**config.mk**
```make
export PLATFORM = sky130hd
export DESIGN_NAME = lc3_dmem_access_flat
export DESIGN_NICKNAME = d
export VERILOG_FILES = /design/src/rtl/lc3_dmem_access_if.sv /design/src/rtl/lc3_dmem_access.sv /design/src/flat_wrapper.sv
export SDC_FILE = /design/constraint.sdc
export NUM_CORES = 1
export LEC_CHECK = 0
export CAP_MARGIN = 20
export CORE_ASPECT_RATIO = 0.7
export CORE_MARGIN = 2
export CORE_UTILIZATION = 35
export DETAILED_ROUTE_END_ITERATION = 12
export SYNTH_ARGS = -nofsm -noshare
export SYNTH_HDL_FRONTEND = slang
export SYNTH_SLANG_ARGS = --single-unit
```
**constraint.sdc**
```tcl
create_clock -name clock -period 3.4 [get_ports clock]
set_input_delay 0.68 -clock clock [delete_from_list [all_inputs] [get_ports clock]]
set_output_delay 0.68 -clock clock [all_outputs]
set_load 0.02 [all_outputs]
```
**src/rtl/lc3_dmem_access_if.sv**
```systemverilog
// Bundles the request, dmem and response signals of the LC3 memory-access stage.
// slave: the stage itself. master: the pipeline and memory that surround it.
interface lc3_dmem_access_if #(
  parameter int unsigned ADDR_W = 16,
  parameter int unsigned DATA_W = 16
);
  logic              req_valid;
  logic              req_ready;
  logic [1:0]        req_op;
  logic [ADDR_W-1:0] req_addr;
  logic [DATA_W-1:0] req_data;
  logic              Data_en;
  logic              Data_rd;
  logic [ADDR_W-1:0] Data_addr;
  logic [DATA_W-1:0] Data_din;
  logic [DATA_W-1:0] Data_dout;
  logic              Data_rdy;
  logic              rsp_valid;
  logic [DATA_W-1:0] rsp_data;
  logic              rsp_err;
  logic              busy;

  modport slave (
    input  req_valid, req_op, req_addr, req_data, Data_dout, Data_rdy,
    output req_ready, Data_en, Data_rd, Data_addr, Data_din, rsp_valid, rsp_data, rsp_err,
           busy
  );

  modport master (
    output req_valid, req_op, req_addr, req_data, Data_dout, Data_rdy,
    input  req_ready, Data_en, Data_rd, Data_addr, Data_din, rsp_valid, rsp_data, rsp_err,
           busy
  );
endinterface

```
**src/rtl/lc3_dmem_access.sv**
```systemverilog
// LC3 memory-access stage: sequences LD/ST/LDI/STI onto the dmem bus, one request at a time.
// Optional abort-on-wait feature enabled by defining DMEM_ACCESS_TIMEOUT_EN.
// Every output is a register loaded from the next-state decode, so the bus view always
// matches the state being entered.
module lc3_dmem_access #(
  parameter int unsigned ADDR_W         = 16,
  parameter int unsigned DATA_W         = 16,
  parameter int unsigned TIMEOUT_CYCLES = 15
) (
  input logic              clock,
  input logic              reset,
  lc3_dmem_access_if.slave bus_io
);

  typedef enum logic [1:0] {StIdle, StPtr, StFinal, StResp} state_e;

  // req_op bit meanings
  localparam int unsigned OpStoreBit    = 0;
  localparam int unsigned OpIndirectBit = 1;

  state_e            state_q, state_d;
  logic [1:0]        op_q, op_d;
  logic [ADDR_W-1:0] addr_q, addr_d;
  logic [DATA_W-1:0] data_q, data_d;
  logic [ADDR_W-1:0] ptr_q, ptr_d;

  logic              ready_q, ready_d;
  logic              busy_q, busy_d;
  logic              en_q, en_d;
  logic              rd_q, rd_d;
  logic [ADDR_W-1:0] bus_addr_q, bus_addr_d;
  logic [DATA_W-1:0] din_q, din_d;
  logic              rsp_valid_q, rsp_valid_d;
  logic [DATA_W-1:0] rsp_data_q, rsp_data_d;

  logic              in_access;
  logic              abort;

  assign in_access = (state_q == StPtr) || (state_q == StFinal);

`ifdef DMEM_ACCESS_TIMEOUT_EN
  localparam logic [7:0] TimeoutVal = 8'(TIMEOUT_CYCLES);

  logic [7:0] wait_q;
  logic [7:0] wait_inc;
  logic       err_q;

  assign wait_inc = wait_q + 8'd1;
  // Abort on the edge where the wait count reaches the limit.
  assign abort    = in_access && !bus_io.Data_rdy && (wait_inc == TimeoutVal);

  // Wait counter: restarts whenever the FSM changes state, counts stalled bus cycles.
  always_ff @(posedge clock) begin
    if (reset) begin
      wait_q <= '0;
    end else if (state_d != state_q) begin
      wait_q <= '0;
    end else if (in_access && !bus_io.Data_rdy) begin
      wait_q <= wait_inc;
    end
  end

  // Error flag: an abort always enters RESP, so this is high exactly in that RESP cycle.
  always_ff @(posedge clock) begin
    if (reset) begin
      err_q <= 1'b0;
    end else begin
      err_q <= abort;
    end
  end

  assign bus_io.rsp_err = err_q;
`else
  logic unused_timeout;
  assign unused_timeout = ^TIMEOUT_CYCLES;
  assign abort          = 1'b0;
  assign bus_io.rsp_err = 1'b0;
`endif

  // Next-state, latched fields and registered-output decode.
  always_comb begin
    state_d    = state_q;
    op_d       = op_q;
    addr_d     = addr_q;
    data_d     = data_q;
    ptr_d      = ptr_q;
    rsp_data_d = '0;

    unique case (state_q)
      StIdle: begin
        if (bus_io.req_valid) begin
          op_d    = bus_io.req_op;
          addr_d  = bus_io.req_addr;
          data_d  = bus_io.req_data;
          state_d = bus_io.req_op[OpIndirectBit] ? StPtr : StFinal;
        end
      end
      StPtr: begin
        if (bus_io.Data_rdy) begin
          ptr_d   = bus_io.Data_dout;
          state_d = StFinal;
        end else if (abort) begin
          state_d = StResp;
        end
      end
      StFinal: begin
        if (bus_io.Data_rdy) begin
          if (!op_q[OpStoreBit]) begin
            rsp_data_d = bus_io.Data_dout;
          end
          state_d = StResp;
        end else if (abort) begin
          state_d = StResp;
        end
      end
      StResp: begin
        state_d = StIdle;
      end
      default: begin
        state_d = StIdle;
      end
    endcase

    ready_d     = (state_d == StIdle);
    busy_d      = (state_d != StIdle);
    en_d        = (state_d == StPtr) || (state_d == StFinal);
    rsp_valid_d = (state_d == StResp);
    rd_d        = 1'b0;
    bus_addr_d  = '0;
    din_d       = '0;
    if (state_d == StPtr) begin
      rd_d       = 1'b1;
      bus_addr_d = addr_d;
    end else if (state_d == StFinal) begin
      rd_d       = !op_d[OpStoreBit];
      bus_addr_d = op_d[OpIndirectBit] ? ptr_d : addr_d;
      din_d      = op_d[OpStoreBit] ? data_d : '0;
    end
  end

  // State, latched request fields and output registers.
  always_ff @(posedge clock) begin
    if (reset) begin
      state_q     <= StIdle;
      op_q        <= '0;
      addr_q      <= '0;
      data_q      <= '0;
      ptr_q       <= '0;
      ready_q     <= 1'b1;
      busy_q      <= 1'b0;
      en_q        <= 1'b0;
      rd_q        <= 1'b0;
      bus_addr_q  <= '0;
      din_q       <= '0;
      rsp_valid_q <= 1'b0;
      rsp_data_q  <= '0;
    end else begin
      state_q     <= state_d;
      op_q        <= op_d;
      addr_q      <= addr_d;
      data_q      <= data_d;
      ptr_q       <= ptr_d;
      ready_q     <= ready_d;
      busy_q      <= busy_d;
      en_q        <= en_d;
      rd_q        <= rd_d;
      bus_addr_q  <= bus_addr_d;
      din_q       <= din_d;
      rsp_valid_q <= rsp_valid_d;
      rsp_data_q  <= rsp_data_d;
    end
  end

  assign bus_io.req_ready = ready_q;
  assign bus_io.busy      = busy_q;
  assign bus_io.Data_en   = en_q;
  assign bus_io.Data_rd   = rd_q;
  assign bus_io.Data_addr = bus_addr_q;
  assign bus_io.Data_din  = din_q;
  assign bus_io.rsp_valid = rsp_valid_q;
  assign bus_io.rsp_data  = rsp_data_q;

endmodule
```
**src/flat_wrapper.sv**
```systemverilog
// flat-port wrapper written by rule: the top's interface ports become plain ports
module lc3_dmem_access_flat 
#(
  parameter int unsigned ADDR_W         = 16,
  parameter int unsigned DATA_W         = 16,
  parameter int unsigned TIMEOUT_CYCLES = 15
)
  (clock, reset, bus_io_req_valid, bus_io_req_op, bus_io_req_addr, bus_io_req_data, bus_io_Data_dout, bus_io_Data_rdy, bus_io_req_ready, bus_io_Data_en, bus_io_Data_rd, bus_io_Data_addr, bus_io_Data_din, bus_io_rsp_valid, bus_io_rsp_data, bus_io_rsp_err, bus_io_busy);
  lc3_dmem_access_if #(.ADDR_W(ADDR_W), .DATA_W(DATA_W)) bus_io_i ();
  input logic clock;
  input logic reset;
  input wire logic [$bits(bus_io_i.req_valid)-1:0] bus_io_req_valid;
  input wire logic [$bits(bus_io_i.req_op)-1:0] bus_io_req_op;
  input wire logic [$bits(bus_io_i.req_addr)-1:0] bus_io_req_addr;
  input wire logic [$bits(bus_io_i.req_data)-1:0] bus_io_req_data;
  input wire logic [$bits(bus_io_i.Data_dout)-1:0] bus_io_Data_dout;
  input wire logic [$bits(bus_io_i.Data_rdy)-1:0] bus_io_Data_rdy;
  output wire logic [$bits(bus_io_i.req_ready)-1:0] bus_io_req_ready;
  output wire logic [$bits(bus_io_i.Data_en)-1:0] bus_io_Data_en;
  output wire logic [$bits(bus_io_i.Data_rd)-1:0] bus_io_Data_rd;
  output wire logic [$bits(bus_io_i.Data_addr)-1:0] bus_io_Data_addr;
  output wire logic [$bits(bus_io_i.Data_din)-1:0] bus_io_Data_din;
  output wire logic [$bits(bus_io_i.rsp_valid)-1:0] bus_io_rsp_valid;
  output wire logic [$bits(bus_io_i.rsp_data)-1:0] bus_io_rsp_data;
  output wire logic [$bits(bus_io_i.rsp_err)-1:0] bus_io_rsp_err;
  output wire logic [$bits(bus_io_i.busy)-1:0] bus_io_busy;
  assign bus_io_i.req_valid = bus_io_req_valid;
  assign bus_io_i.req_op = bus_io_req_op;
  assign bus_io_i.req_addr = bus_io_req_addr;
  assign bus_io_i.req_data = bus_io_req_data;
  assign bus_io_i.Data_dout = bus_io_Data_dout;
  assign bus_io_i.Data_rdy = bus_io_Data_rdy;
  assign bus_io_req_ready = bus_io_i.req_ready;
  assign bus_io_Data_en = bus_io_i.Data_en;
  assign bus_io_Data_rd = bus_io_i.Data_rd;
  assign bus_io_Data_addr = bus_io_i.Data_addr;
  assign bus_io_Data_din = bus_io_i.Data_din;
  assign bus_io_rsp_valid = bus_io_i.rsp_valid;
  assign bus_io_rsp_data = bus_io_i.rsp_data;
  assign bus_io_rsp_err = bus_io_i.rsp_err;
  assign bus_io_busy = bus_io_i.busy;
  lc3_dmem_access #(.ADDR_W(ADDR_W), .DATA_W(DATA_W), .TIMEOUT_CYCLES(TIMEOUT_CYCLES)) u_core (.clock(clock), .reset(reset), .bus_io(bus_io_i));
endmodule
```
# Word-level counts from Yosys, hierarchy flattened
# Index checks and enable logic that the tools add are counted.
# Widths: inputs -> output; s select.
dict set report word_totals {
  reg_bits 105
  latchBits 0
  mem_bits_rw 0
  rom_bits 0
  input_bits 54
  output_inout_bits 54
  wordCells 48
  n_memories 0
}
dict set report classes {
  addsub 0
  multipliers 0
  div_mod_pow 0
  magnitude_cmp 0
  n_eq_ne 6
  shifts 0
  muxes 18
  n_bitwise 4
  n_reduce_logical 7
}
# operator n
set ops {}
lappend ops {{$mux 16} 9}
lappend ops {{$mux 2} 6}
lappend ops {{$eq 2x2->1 const B} 4}
lappend ops {{$pmux 2 s4} 1}
lappend ops {{$reduce_or 4->1} 2}
lappend ops {{$eq 2x1->1 const B} 2}
lappend ops {{$logic_not 2->1} 2}
lappend ops {{$not 1->1} 4}
lappend ops {{$mux 1} 2}
lappend ops {{$reduce_bool 2->1} 1}
lappend ops {{$logic_not 1->1} 1}
lappend ops {{$logic_or 1x1->1} 1}

# Depth between registers and ports, before layout
dict set report logic_depth {
  depth_word 6
  depth_mapped 12
}

# Least setup slack after synthesis
# OpenSTA, ideal clock, no wires.
dict set report synth_path {
  path_type {in2reg}
  from {input bus_io_Data_rdy}
  to {register u_core.bus_addr_q[10], in the netlist u_core.bus_io.Data_addr[10]}
  arrival_time_ns 2.504
  slack_ns 0.821
  cell_stages 11
  path_cell_list {nand3b_1 buf_2 buf_4 o21a_1 inv_1 ha_1 inv_1 nor3_1 clkbuf_1 o311ai_0 o22ai_1}
}
dict set report synth_between {
  elab_chain_cells 5
  word_cells_on_any_way 10
}
# element line_no
set synth_lines {}
lappend synth_lines {{start, declared} flat_wrapper.sv:17} ;# input wire logic [$bits(bus_io_i.Data_rdy)-1:0] bus_io_Data_rdy;
lappend synth_lines {{$mux 2 (on tied branches)} {lc3_dmem_access.sv:107, lc3_dmem_access.sv:99}}
lappend synth_lines {{$pmux 2 s4 *} lc3_dmem_access.sv:89} ;# unique case (state_q)
lappend synth_lines {{via u_core.state_d[1]} lc3_dmem_access.sv:21} ;# state_e state_q, state_d;
lappend synth_lines {{$eq 2x2->1} lc3_dmem_access.sv:134} ;# end else if (state_d == StFinal) begin
lappend synth_lines {{$mux 16} lc3_dmem_access.sv:134}
lappend synth_lines {{$mux 16 *} lc3_dmem_access.sv:131} ;# if (state_d == StPtr) begin
lappend synth_lines {{end signal, assigned} lc3_dmem_access.sv:167} ;# bus_addr_q <= bus_addr_d;
lappend synth_lines {{end, declared} lc3_dmem_access.sv:31} ;# logic [ADDR_W-1:0] bus_addr_q, bus_addr_d;
# Mark *: on every way through the listed nets, which the timed path passes. The rest lies on a longest branch.
# A chain may end at the register's enable or synchronous reset.

# Worst setup path in the final report
dict set report layout_path {
  from {input bus_io_req_op[1]}
  to {register u_core.din_q[13], in the netlist u_core.bus_io.Data_din[13]}
}
dict set report layout_between {
  elab_chain_cells 6
  word_cells_on_any_way 7
}
# element line_no
set layout_lines {}
lappend layout_lines {{start, declared} flat_wrapper.sv:13} ;# input wire logic [$bits(bus_io_i.req_op)-1:0] bus_io_req_op;
lappend layout_lines {{$mux 2 *} lc3_dmem_access.sv:95} ;# state_d = bus_io.req_op[OpIndirectBit] ? StPtr : StFinal;
lappend layout_lines {{$mux 2 *} lc3_dmem_access.sv:91} ;# if (bus_io.req_valid) begin
lappend layout_lines {{$pmux 2 s4 *} lc3_dmem_access.sv:89}
lappend layout_lines {{via u_core.state_d[0]} lc3_dmem_access.sv:21}
lappend layout_lines {{$eq 2x2->1} lc3_dmem_access.sv:134}
lappend layout_lines {{$not 1->1 (no line)} -}
lappend layout_lines {{$reduce_or 4->1 (no line) *} -}
lappend layout_lines {{end signal, assigned} lc3_dmem_access.sv:168} ;# din_q <= din_d;
lappend layout_lines {{end, declared} lc3_dmem_access.sv:32} ;# logic [DATA_W-1:0] din_q, din_d;
# Marked as above.

==> reports/results.env <==
WORSTPATHREQUIRED_NS=3.66
CRITICAL_PATH.CELL_CHAIN='clkdlybuf4s50_1 -> buf_4 -> a211o_1 -> nand2_1 -> inv_1 -> ha_1 -> nor3_2 -> nand2b_1 -> nor2_1'
TRITONCTS_NUM_SINKS=105
DESIGN.FINAL.NETS=514
CORE_AREA_SQ_MM=0.0104
YOSYSUNIQUECELLTYPES=31
FMAX_MHz=375
TRITONCTS='done'
FINISH.CELL_COUNT_WITHOUT_FILLERS=593
FLOORPLAN.DIE_AREA_SQ_MM=0.0115
FINAL_HOLD_VIOLATING_ENDPOINTS=0
FINAL_LAYOUT_SIZE_SUFFIX_GT1_SHARE_PCT=6.07
POWER_LEAKAGE_uW=0.00211
POST_CTS_BUFFERS=0
VIA_COUNT=2851
SYNTH_WARNINGS=0
SKEW_NS=0.0109
FIRST_PASS_ITERATION_COUNT_OF_THE_DETAILED_ROUTER=4
POWERDENSITY_mW_PER_MM2=565
TIMING.SETUP.CRITICAL_PATH_CLASS='in2reg'
FINAL_CORE_UTIL_PCT=50.2
WIRELENGTH_UM=9110
POSTSYNTH.ASYNCRESETSHARE_PCT=0
ANT_NETS=0
DIODES=0
CP_DATA_ARRIVAL_TIME_NS=2.93
MAXIMUM_FANOUT_ALONG_THE_WORST_PATH=18
EDFF_COUNT_SYNTH=0
CLK_PIN_SLEW_WORST_PATHS_NS=0.07
CRITICAL_PATH.ENDPOINT_TYPE='register'
NETLIST_AREA_SQ_MM=0.00371
DPL.HPWL_UM=6190
SYNTHESIS.NETS=416
HOLD_FIX_BUFFER_COUNT_AFTER_CTS=0
PORTBUFFERS=106
ROWS=31
TNS_NS=0
MAX_CAP_VIOL_COUNT=0
AVGSYNTHCELLAREA_SQ_UM=10.4
RELSLEWSLACK_PCT=44.3
STARTING_DENSITY_PCT=35.9
SETUP_REPAIR_AFTER_GLOBAL_ROUTING_MISSED_ITS_MARGIN='no'
GR-TOTAL-OVERFLOW=0
VIAS_PER_CELL=4.81
WORST-SLEW-PIN-TRANSITION_NS=0.829
CTS-HTREE-LEVELS=3
POSTSYNTH.TOPFLOPCELL='dfxtp_1'
LAYOUT_WORST_PATH_CYCLE_SHARE_PCT=78.4
CPMAXSTAGEDELAYCELL='clkdlybuf4s50_1'
TRACK_USAGE_PCT=16.3
PIN_COUNT_OF_THE_BIGGEST_NET_ENTERING_GLOBAL_ROUTING=49
DIE_BOUNDARY_WIDTH_UM=127
SEQ_AREA_FRAC_SYNTH_PCT=56.6
MIN_PATH_TYPE='reg2reg'
FIRST_GLOBAL_VIAS=2817
REGISTER_BIT_COUNT_REPORTED_BY_YOSYS=105
FINALSETUPVIOLCOUNT=0
TRITONCTS.NUM_BUFFERS=9
DR.FIRST_ITER.DRC_COUNT=152
CRIT_PATH_MAX_INCR_DELAY_NS=0.42
DPL.CELL_COUNT=577
GPL.FINAL_WEIGHTED_CONGESTION=0.750
WIRE_LENGTH_OF_THE_FIRST_GLOBAL_ROUTING_PASS_UM=14600
CLOCKBUFFERDEPTH=2
IR_DROP_mV=0.347
TIMING_MAX_TRANSITION_VIOLATIONS_FINAL=0
CHIPHEIGHT_UM=90.2
DETAIL_ROUTE.DRC_VIOLATIONS=0
TIMING.CRITICAL_PATH.FROM_TYPE='input port'
CTS_ROOT_BUF='clkbuf_16'
INSERTION_DELAY_OF_THE_LATER_CLOCKED_PIN_IN_THE_WORST_SKEW_PAIR_NS=0.35
LAYOUT.FILLER_CELLS=941
POST_CTS_RESIZE_COUNT=0
POST_DRT_WL_PER_CELL_UM=15.4
PERIOD_NEEDED_NS=2.67
STATUS='finished, final reports clean'
AREAGROWTHSYNTHTOFINISH_PCT=39.8
FLOORPLAN.IO_PINS=108
INITIAL_ANTENNA_VIOLATION_COUNT=0
POST_SYNTHESIS_CELLS=358
stage by stage:
stage	total power, uW	setup slack (ns)	instance area, sq um	hold WS [ns]
2_1_floorplan	1650	0.821	3710	0.451
3_3_place_gp	1850	0.490	4870	0.459
3_5_place_dp	1850	0.371	4870	0.469
4_1_cts	2970	0.727	5190	0.479
5_1_grt	3050	0.554	5190	0.501
6_report	2940	0.733	5190	0.477
layout by cell type (no fill, tap or decap), types with 2 or more instances in the layout:
| cell type | count |
|---|---|
| clkdlybuf4s50_1 | 105 |
| dfxtp_1 | 105 |
| nor2_1 | 64 |
| mux2i_1 | 46 |
| and2_1 | 20 |
| or3_1 | 15 |
| o311ai_0 | 15 |
| o22ai_1 | 12 |
| nand2_1 | 10 |
| clkbuf_16 | 9 |
| and2_0 | 8 |
| a21oi_1 | 6 |
| buf_4 | 6 |
| inv_1 | 5 |
| ha_1 | 4 |
| nor2b_1 | 3 |
| nor3_1 | 3 |
| o2bb2ai_1 | 3 |
| nand2b_1 | 2 |
| bufinv_16 | 2 |
| clkbuf_1 | 2 |
power breakdown:
part	total [uW]	internal [uW]	switching [uW]
Clock	1110	654	461
Sequential	1340	1310	34.3
Combinational	480	232	248
Total	2940	2190	743
worst max-delay path: cells and delay by family:
family                     cells  cell delay (ns)
buffers and inverters          3             0.71
adders and majority gates      1             0.25
AOI/OAI and AO/OA              1             0.32
and+or+nand+nor                4             0.96
cell usage after synthesis, drive strengths merged, types with 2 or more instances:
| cell | number | share of area (%) |
|---|---|---|
| o22ai | 12 | 2.0 |
| ha | 4 | 1.3 |
| or3 | 15 | 2.5 |
| nand2b | 2 | 0.34 |
| nor2 | 64 | 6.5 |
| a21oi | 6 | 0.81 |
| o311ai | 15 | 3.5 |
| nor3 | 4 | 0.54 |
| nand2 | 10 | 1.0 |
| clkbuf | 16 | 1.6 |
| o2bb2ai | 3 | 0.71 |
| mux2i | 46 | 12 |
| buf | 9 | 1.7 |
| dfxtp | 105 | 57 |
| and2 | 28 | 4.7 |
| nor2b | 3 | 0.51 |
| inv | 5 | 0.51 |
area by class of cell:
class                           count  area, sq um  share of cell area, %
Multi-Input combinational cell    223         1490                   28.6
Sequential cell                   105         2100                   40.5
Clock inverter                      5         87.6                   1.69
Timing Repair Buffer              112         1100                   21.2
Tap cell                          132          165                   3.18
Clock buffer                       11          233                   4.48
Inverter                            5         18.8                  0.361
sequential cells by signal, summed over array words and instances (netlist names):
signal	flops
u_core.bus_io.req_ready	1
u_core.bus_io.busy	1
u_core.ptr_q	16
u_core.bus_io.rsp_valid	1
u_core.op_q	2
u_core.bus_io.Data_addr	16
u_core.addr_q	16
u_core.state_q	2
u_core.bus_io.Data_rd	1
u_core.data_q	16
u_core.bus_io.Data_din	16
u_core.bus_io.Data_en	1
u_core.bus_io.rsp_data	16
path summary, 6_finish.rpt:
check                               startpoint                                    end  slack (ns)  cells after the start
hold reg to reg   u_core.addr_q[13]$_SDFF_PP0_           u_core.addr_q[13]$_SDFF_PP0_        0.48                      2
setup / recovery              bus_io_req_op[1]  u_core.bus_io.Data_din[13]$_SDFF_PP0_        0.73                      9
hold / removal    u_core.addr_q[13]$_SDFF_PP0_           u_core.addr_q[13]$_SDFF_PP0_        0.48                      2
setup reg to reg  u_core.state_q[1]$_SDFF_PP0_  u_core.bus_io.Data_din[13]$_SDFF_PP0_        1.31                      7
cell families (layout without fill, tap and decap cells):
family          Yosys count  in the layout  share of synthesized area, %
mux                      47             47                          12.8
fa+ha+maj                 4              4                          1.35
simple gates            131            131                          17.3
other cells               1              1                         0.101
compound gates           40             40                          8.05
buf+inv                  30            133                          3.84
flops                   105            105                          56.6
per-layer routing:
layer	wire length (um)	up-vias	GRT usage [%]	part of all wire (%)
li1	-	1414	-	-
met1	4440	1327	22.4	49
met2	3860	99	23.7	42
met3	702	11	6.79	7.7
met4	103	0	4.40	1.1
met5	0	-	0	0
Note: power is estimated with default switching activity, not from simulation.
